**src/rtl/dmem_fill_pkg.sv**
```systemverilog
// Shared data-cache refill configuration: line geometry, bus width and fill-engine state encoding.
package dmem_fill_pkg;

    localparam int unsigned DMEM_LINE    = 256;
    localparam int unsigned DMEM_BLK_LEN = 59;
    localparam int unsigned DMEM_BUS_W   = 64;
    localparam int unsigned DMEM_BEATS   = DMEM_LINE / DMEM_BUS_W;
    localparam int unsigned DMEM_OFFS    = 64 - DMEM_BLK_LEN;

    typedef enum logic [1:0] {
        DMEM_F_IDLE = 2'd0,
        DMEM_F_REQ  = 2'd1,
        DMEM_F_BEAT = 2'd2,
        DMEM_F_DONE = 2'd3
    } dmem_f_state_e;

endpackage

```
**src/rtl/dmem_fill.sv**
```systemverilog
// Data-cache line refill engine: one burst read per request, beats assembled
// little-endian into a full line, delivered with a single-cycle valid pulse.
module dmem_fill
    import dmem_fill_pkg::*;
#(
    parameter int unsigned LINE_W  = DMEM_LINE,
    parameter int unsigned BUS_W   = DMEM_BUS_W,
    parameter int unsigned BLK_LEN = DMEM_BLK_LEN
) (
    input  logic               clk,
    input  logic               rst_n,
    input  logic [BLK_LEN-1:0] b_addr_d,
    input  logic               b_rd_d,
    output logic [LINE_W-1:0]  b_rdata_d,
    output logic               b_dv_d,
    output logic [63:0]        m_addr,
    output logic               m_rd,
    input  logic               m_ack,
    input  logic [BUS_W-1:0]   m_rdata,
    input  logic               m_rvalid
);

    localparam int unsigned BEATS = LINE_W / BUS_W;
    localparam int unsigned CNT_W = (BEATS > 1) ? $clog2(BEATS) : 1;
    localparam int unsigned OFFS  = 64 - BLK_LEN;
    localparam logic [CNT_W-1:0] LAST_BEAT = CNT_W'(BEATS - 1);

    dmem_f_state_e     state_q, state_d;
    logic [CNT_W-1:0]  cnt_q, cnt_d;
    logic              abort_q, abort_d;
    logic              m_rd_q, m_rd_d;
    logic [63:0]       m_addr_q, m_addr_d;
    logic              dv_q, dv_d;
    logic [LINE_W-1:0] line_q, line_d;

    // Next-state, beat placement and registered-output decode
    always_comb begin
        state_d  = state_q;
        cnt_d    = cnt_q;
        abort_d  = abort_q;
        m_rd_d   = 1'b0;
        m_addr_d = m_addr_q;
        dv_d     = 1'b0;
        line_d   = line_q;

        case (state_q)
            DMEM_F_IDLE: begin
                if (b_rd_d) begin
                    m_addr_d = {b_addr_d, {OFFS{1'b0}}};
                    m_rd_d   = 1'b1;
                    state_d  = DMEM_F_REQ;
                end
            end
            DMEM_F_REQ: begin
                abort_d = abort_q | ~b_rd_d;
                if (m_ack) begin
                    cnt_d   = '0;
                    state_d = DMEM_F_BEAT;
                end else begin
                    m_rd_d = 1'b1;
                end
            end
            DMEM_F_BEAT: begin
                abort_d = abort_q | ~b_rd_d;
                if (m_rvalid) begin
                    for (int unsigned i = 0; i < BEATS; i++) begin
                        if (cnt_q == CNT_W'(i)) begin
                            line_d[i*BUS_W +: BUS_W] = m_rdata;
                        end
                    end
                    cnt_d = cnt_q + CNT_W'(1);
                    // Last beat: an abandoned fill drains silently, otherwise deliver the line
                    if (cnt_q == LAST_BEAT) begin
                        cnt_d = '0;
                        if (abort_d) begin
                            abort_d = 1'b0;
                            state_d = DMEM_F_IDLE;
                        end else begin
                            dv_d    = 1'b1;
                            state_d = DMEM_F_DONE;
                        end
                    end
                end
            end
            DMEM_F_DONE: begin
                state_d = DMEM_F_IDLE;
            end
            default: begin
                state_d = DMEM_F_IDLE;
            end
        endcase
    end

    always_ff @(posedge clk) begin
        if (!rst_n) begin
            state_q  <= DMEM_F_IDLE;
            cnt_q    <= '0;
            abort_q  <= 1'b0;
            m_rd_q   <= 1'b0;
            m_addr_q <= '0;
            dv_q     <= 1'b0;
            line_q   <= '0;
        end else begin
            state_q  <= state_d;
            cnt_q    <= cnt_d;
            abort_q  <= abort_d;
            m_rd_q   <= m_rd_d;
            m_addr_q <= m_addr_d;
            dv_q     <= dv_d;
            line_q   <= line_d;
        end
    end

    assign b_rdata_d = line_q;
    assign b_dv_d    = dv_q;
    assign m_addr    = m_addr_q;
    assign m_rd      = m_rd_q;

endmodule

```
**config.mk**
```make
export PLATFORM = sky130hd
export DESIGN_NAME = dmem_fill
export DESIGN_NICKNAME = d
export VERILOG_FILES = /design/src/rtl/dmem_fill_pkg.sv /design/src/rtl/dmem_fill.sv
export SDC_FILE = /design/constraint.sdc
export NUM_CORES = 1
export LEC_CHECK = 0
export ABC_CLOCK_PERIOD_IN_PS = 2050
export CAP_MARGIN = 15
export CORE_AREA = 3 3 175 177
export CTS_CLUSTER_SIZE = 12
export DETAILED_ROUTE_END_ITERATION = 8
export DIE_AREA = 0 0 178 180
export DONT_BUFFER_PORTS = 1
export PLACE_DENSITY = 0.52
export SETUP_SLACK_MARGIN = 0.3
export SYNTH_ARGS = -nofsm -noshare
export SYNTH_HDL_FRONTEND = slang
export SYNTH_SLANG_ARGS = --single-unit
```
**constraint.sdc**
```tcl
create_clock -name clk -period 2.05 [get_ports clk]
set_clock_uncertainty 0.05 [all_clocks]
set_input_delay 0.205 -clock clk [delete_from_list [all_inputs] [get_ports clk]]
set_output_delay 0.205 -clock clk [all_outputs]
set_load 0.005 [all_outputs]
```
==> impl_metrics.py <==
metrics = {
    "run_status": {
        "status": "complete, no violations",
    },
    "final_layout": {
        "layout_common_cells": "nand2_1 (634), dfxtp_1 (321), a21oi_1 (302)",
        "final_util": 0.487,
        "multi_input_area_um2": 4420,
        "layout-drive-gt1-share": 0.0761,
        "n_fill_cell": 2805,
        "layout_commonest_cell": "nand2_1",
        "syn2layout_area_growth_pct": 24.3,
        "final_nets": 1665,
        "seq_area_um2": 6450,
    },
    "run": {
        "max_cap_violations": 0,
    },
    "worst_setup_path": {
        "required_ns": 2.39,
        "r2r_slack_ns": 0.39,
        "worstSetupPathType": "flop to flop",
        "arrival_ns": 2.00,
        "worstSetupStartpointType": "flop",
        "worstPathMaxFanout": 5,
        "critPathCaptureType": "flop",
    },
    "power": {
        "p_seq_frac": 0.463,
        "power_switching_share": 0.259,
        "p_leak_nw": 4.88,
        "switchingPower_mw": 3.88,
        "ir_drop_mv": 0.637,
        "p_comb_frac": 0.120,
        "p_int_mw": 11.1,
        "p_per_area_nw_per_um2": 1050,
        "p_clk_frac": 0.417,
    },
    "route": {
        "route.detailed.drc": 0,
        "vias": 9830,
        "routed_wl_mm": 37.6,
        "drt_first_pass_iters": 5,
        "vias_per_cell": 5.06,
        "first_iter_violations": 655,
        "wire_per_inst_um": 19.4,
        "antenna_left": 0,
    },
    "timing": {
        "final_hold_viol_count": 0,
        "slew_violations": 0,
        "worst_pin_slew_ns": 0.543,
        "setup_viol": 0,
        "period_share": 0.810,
        "rsz0062_at_grt": "false",
        "min_period_ns": 1.66,
        "relSlewSlack": 0.638,
        "final.setup.tns_ns": 0,
        "max_freq_mhz": 602,
    },
    "logic_synthesis": {
        "synth_cell_types": 31,
        "synth_top_area_cell": "dfxtp_1",
        "yosys_warnings": 0,
        "syn_inst": 1429,
        "synth_area_per_cell_um2": 8.07,
        "synthTopCellsByArea": "dfxtp_1 (56%), nand2_1 (21%), a21oi_1 (13%)",
        "ys_seq_area_frac": 0.559,
        "synth_top_area_share": 0.559,
        "synth-seq-cells": 322,
        "syn_area_um2": 11500,
    },
    "place": {
        "place_hpwl_mm": 24.3,
        "port-buffer-count": 0,
        "globalplace.congestion": 0.823,
    },
    "min_path": {
        "hold_class": "input port to flop",
    },
    "global_route": {
        "use_met1": 0.259,
        "track_usage": 0.223,
        "met3_usage": 0.0919,
        "busiest_layer": "met2",
        "overflow": 0,
        "grt_pass1_vias": 9640,
        "grt_use_met2": 0.371,
        "grt_max_degree": 79,
        "grt_antenna_before_repair": 1,
        "grt_pass1_wl_mm": 56.8,
    },
    "cts": {
        "cts.clk_slew.worst_paths_ns": 0.06,
        "root_buffer": "clkbuf_16",
        "cts.path.max_buffers": 3,
        "cts_buffers": 37,
        "cts_max_level": 2,
        "cts_tree": "done",
        "clk_latency_ns": 0.50,
        "clock_sinks": 322,
    },
    "floorplanning": {
        "start_util": 0.392,
        "die_area_um2": 32000,
        "fp.dieW_um": 178,
        "die_y_um": 180,
        "coreArea_um2": 29400,
        "num_rows": 63,
        "io_pins": 450,
    },
}
## synthesized netlist by cell type, drive strengths merged
cell type	instances
or3	1
o21ai	3
nand4	2
ha	10
nand2b	2
mux2i	1
o31ai	1
conb	1
a21oi	319
nand3b	1
a21boi	1
o221a	1
nor4	2
nand3	4
inv	6
buf	73
clkbuf	34
and2	1
dfxtp	322
nand2	635
and3	4
nor2b	2
nor2	2
o211a	1
## metrics by stage
stage          total power [mW]  cell area [um^2]  worst slack (ns)  hold WS, ns  cells
6_report                   15.0             14300             0.390       0.0547   1942
5_1_grt                    15.7             14300             0.325       0.0435   1942
4_1_cts                    15.1             14300             0.308       0.0726   1939
3_5_place_dp               8.54             11800             0.226        0.297   1749
3_3_place_gp               8.51             11800             0.284        0.292   1749
2_1_floorplan              8.10             11500             0.496        0.282   1433
## critical path: stages, from the launching register on
cell and delay [ns]:
dfxtp_2 0.38, inv_1 0.09, ha_1 0.21, nor2b_1 0.19, or3_1 0.40, o211a_1 0.23
## worst paths after layout
check | start | endpoint | cells after the start
worst min-delay path | b_rd_d | m_addr[52]$_SDFFE_PN0P_ | 3
worst max register to register | state_q[1]$_SDFFE_PN0P_ | state_q[0]$_SDFFE_PN0P_ | 5
worst min register to register | abort_q$_SDFFE_PN0P_ | b_dv_d$_SDFF_PN0_ | 1
worst max-delay path | state_q[1]$_SDFFE_PN0P_ | state_q[0]$_SDFFE_PN0P_ | 5
## metal layers
metal	vias up	share of wire
li1	4777	-
met2	393	0.48
met5	-	0
met4	0	0.029
met3	65	0.10
met1	4595	0.39
## state kept, by name, indices dropped and copies added, names as in the netlist
signal,cells
m_addr,59
b_dv_d,1
b_rdata_d,256
state_q,2
abort_q,1
cnt_q,2
m_rd,1
## timing repair
action,4_1_cts,5_1_grt
pin swaps,1,1
buffers inserted,0,1
gates cloned,0,1
resized for setup,1,8
endpoints found under the hold margin,322,0
hold buffers,127,0
setup endpoints to repair,202,282
## power groups by stage
stage	sequential, mW	combinational (mW)	clock, mW
2_1_floorplan	6.95	1.16	0
3_3_place_gp	7.07	1.44	0
3_5_place_dp	7.07	1.48	0
4_1_cts	6.94	1.76	6.44
5_1_grt	6.97	2.02	6.69
6_report	6.94	1.80	6.26
## layout make-up
class	count	area share
Antenna cell	1	0.000175
Sequential cell	322	0.450
Clock buffer	57	0.0761
Multi-Input combinational cell	998	0.308
Tap cell	390	0.0340
Inverter	6	0.00210
Timing Repair Buffer	162	0.125
Clock inverter	6	0.00437
## cell families (layout without fill, tap and decap cells)
group / count (synthesis) / count (layout) / share of synthesized area
compound gates: 326 / 326 / 0.148
flops: 322 / 322 / 0.559
mux: 1 / 1 / 0.000868
fa+ha+maj: 10 / 10 / 0.0109
simple gates: 656 / 656 / 0.220
other cells: 1 / 6 / 0.000325
buf+inv: 113 / 231 / 0.0603
Note: power is estimated with default switching activity, not from simulation.
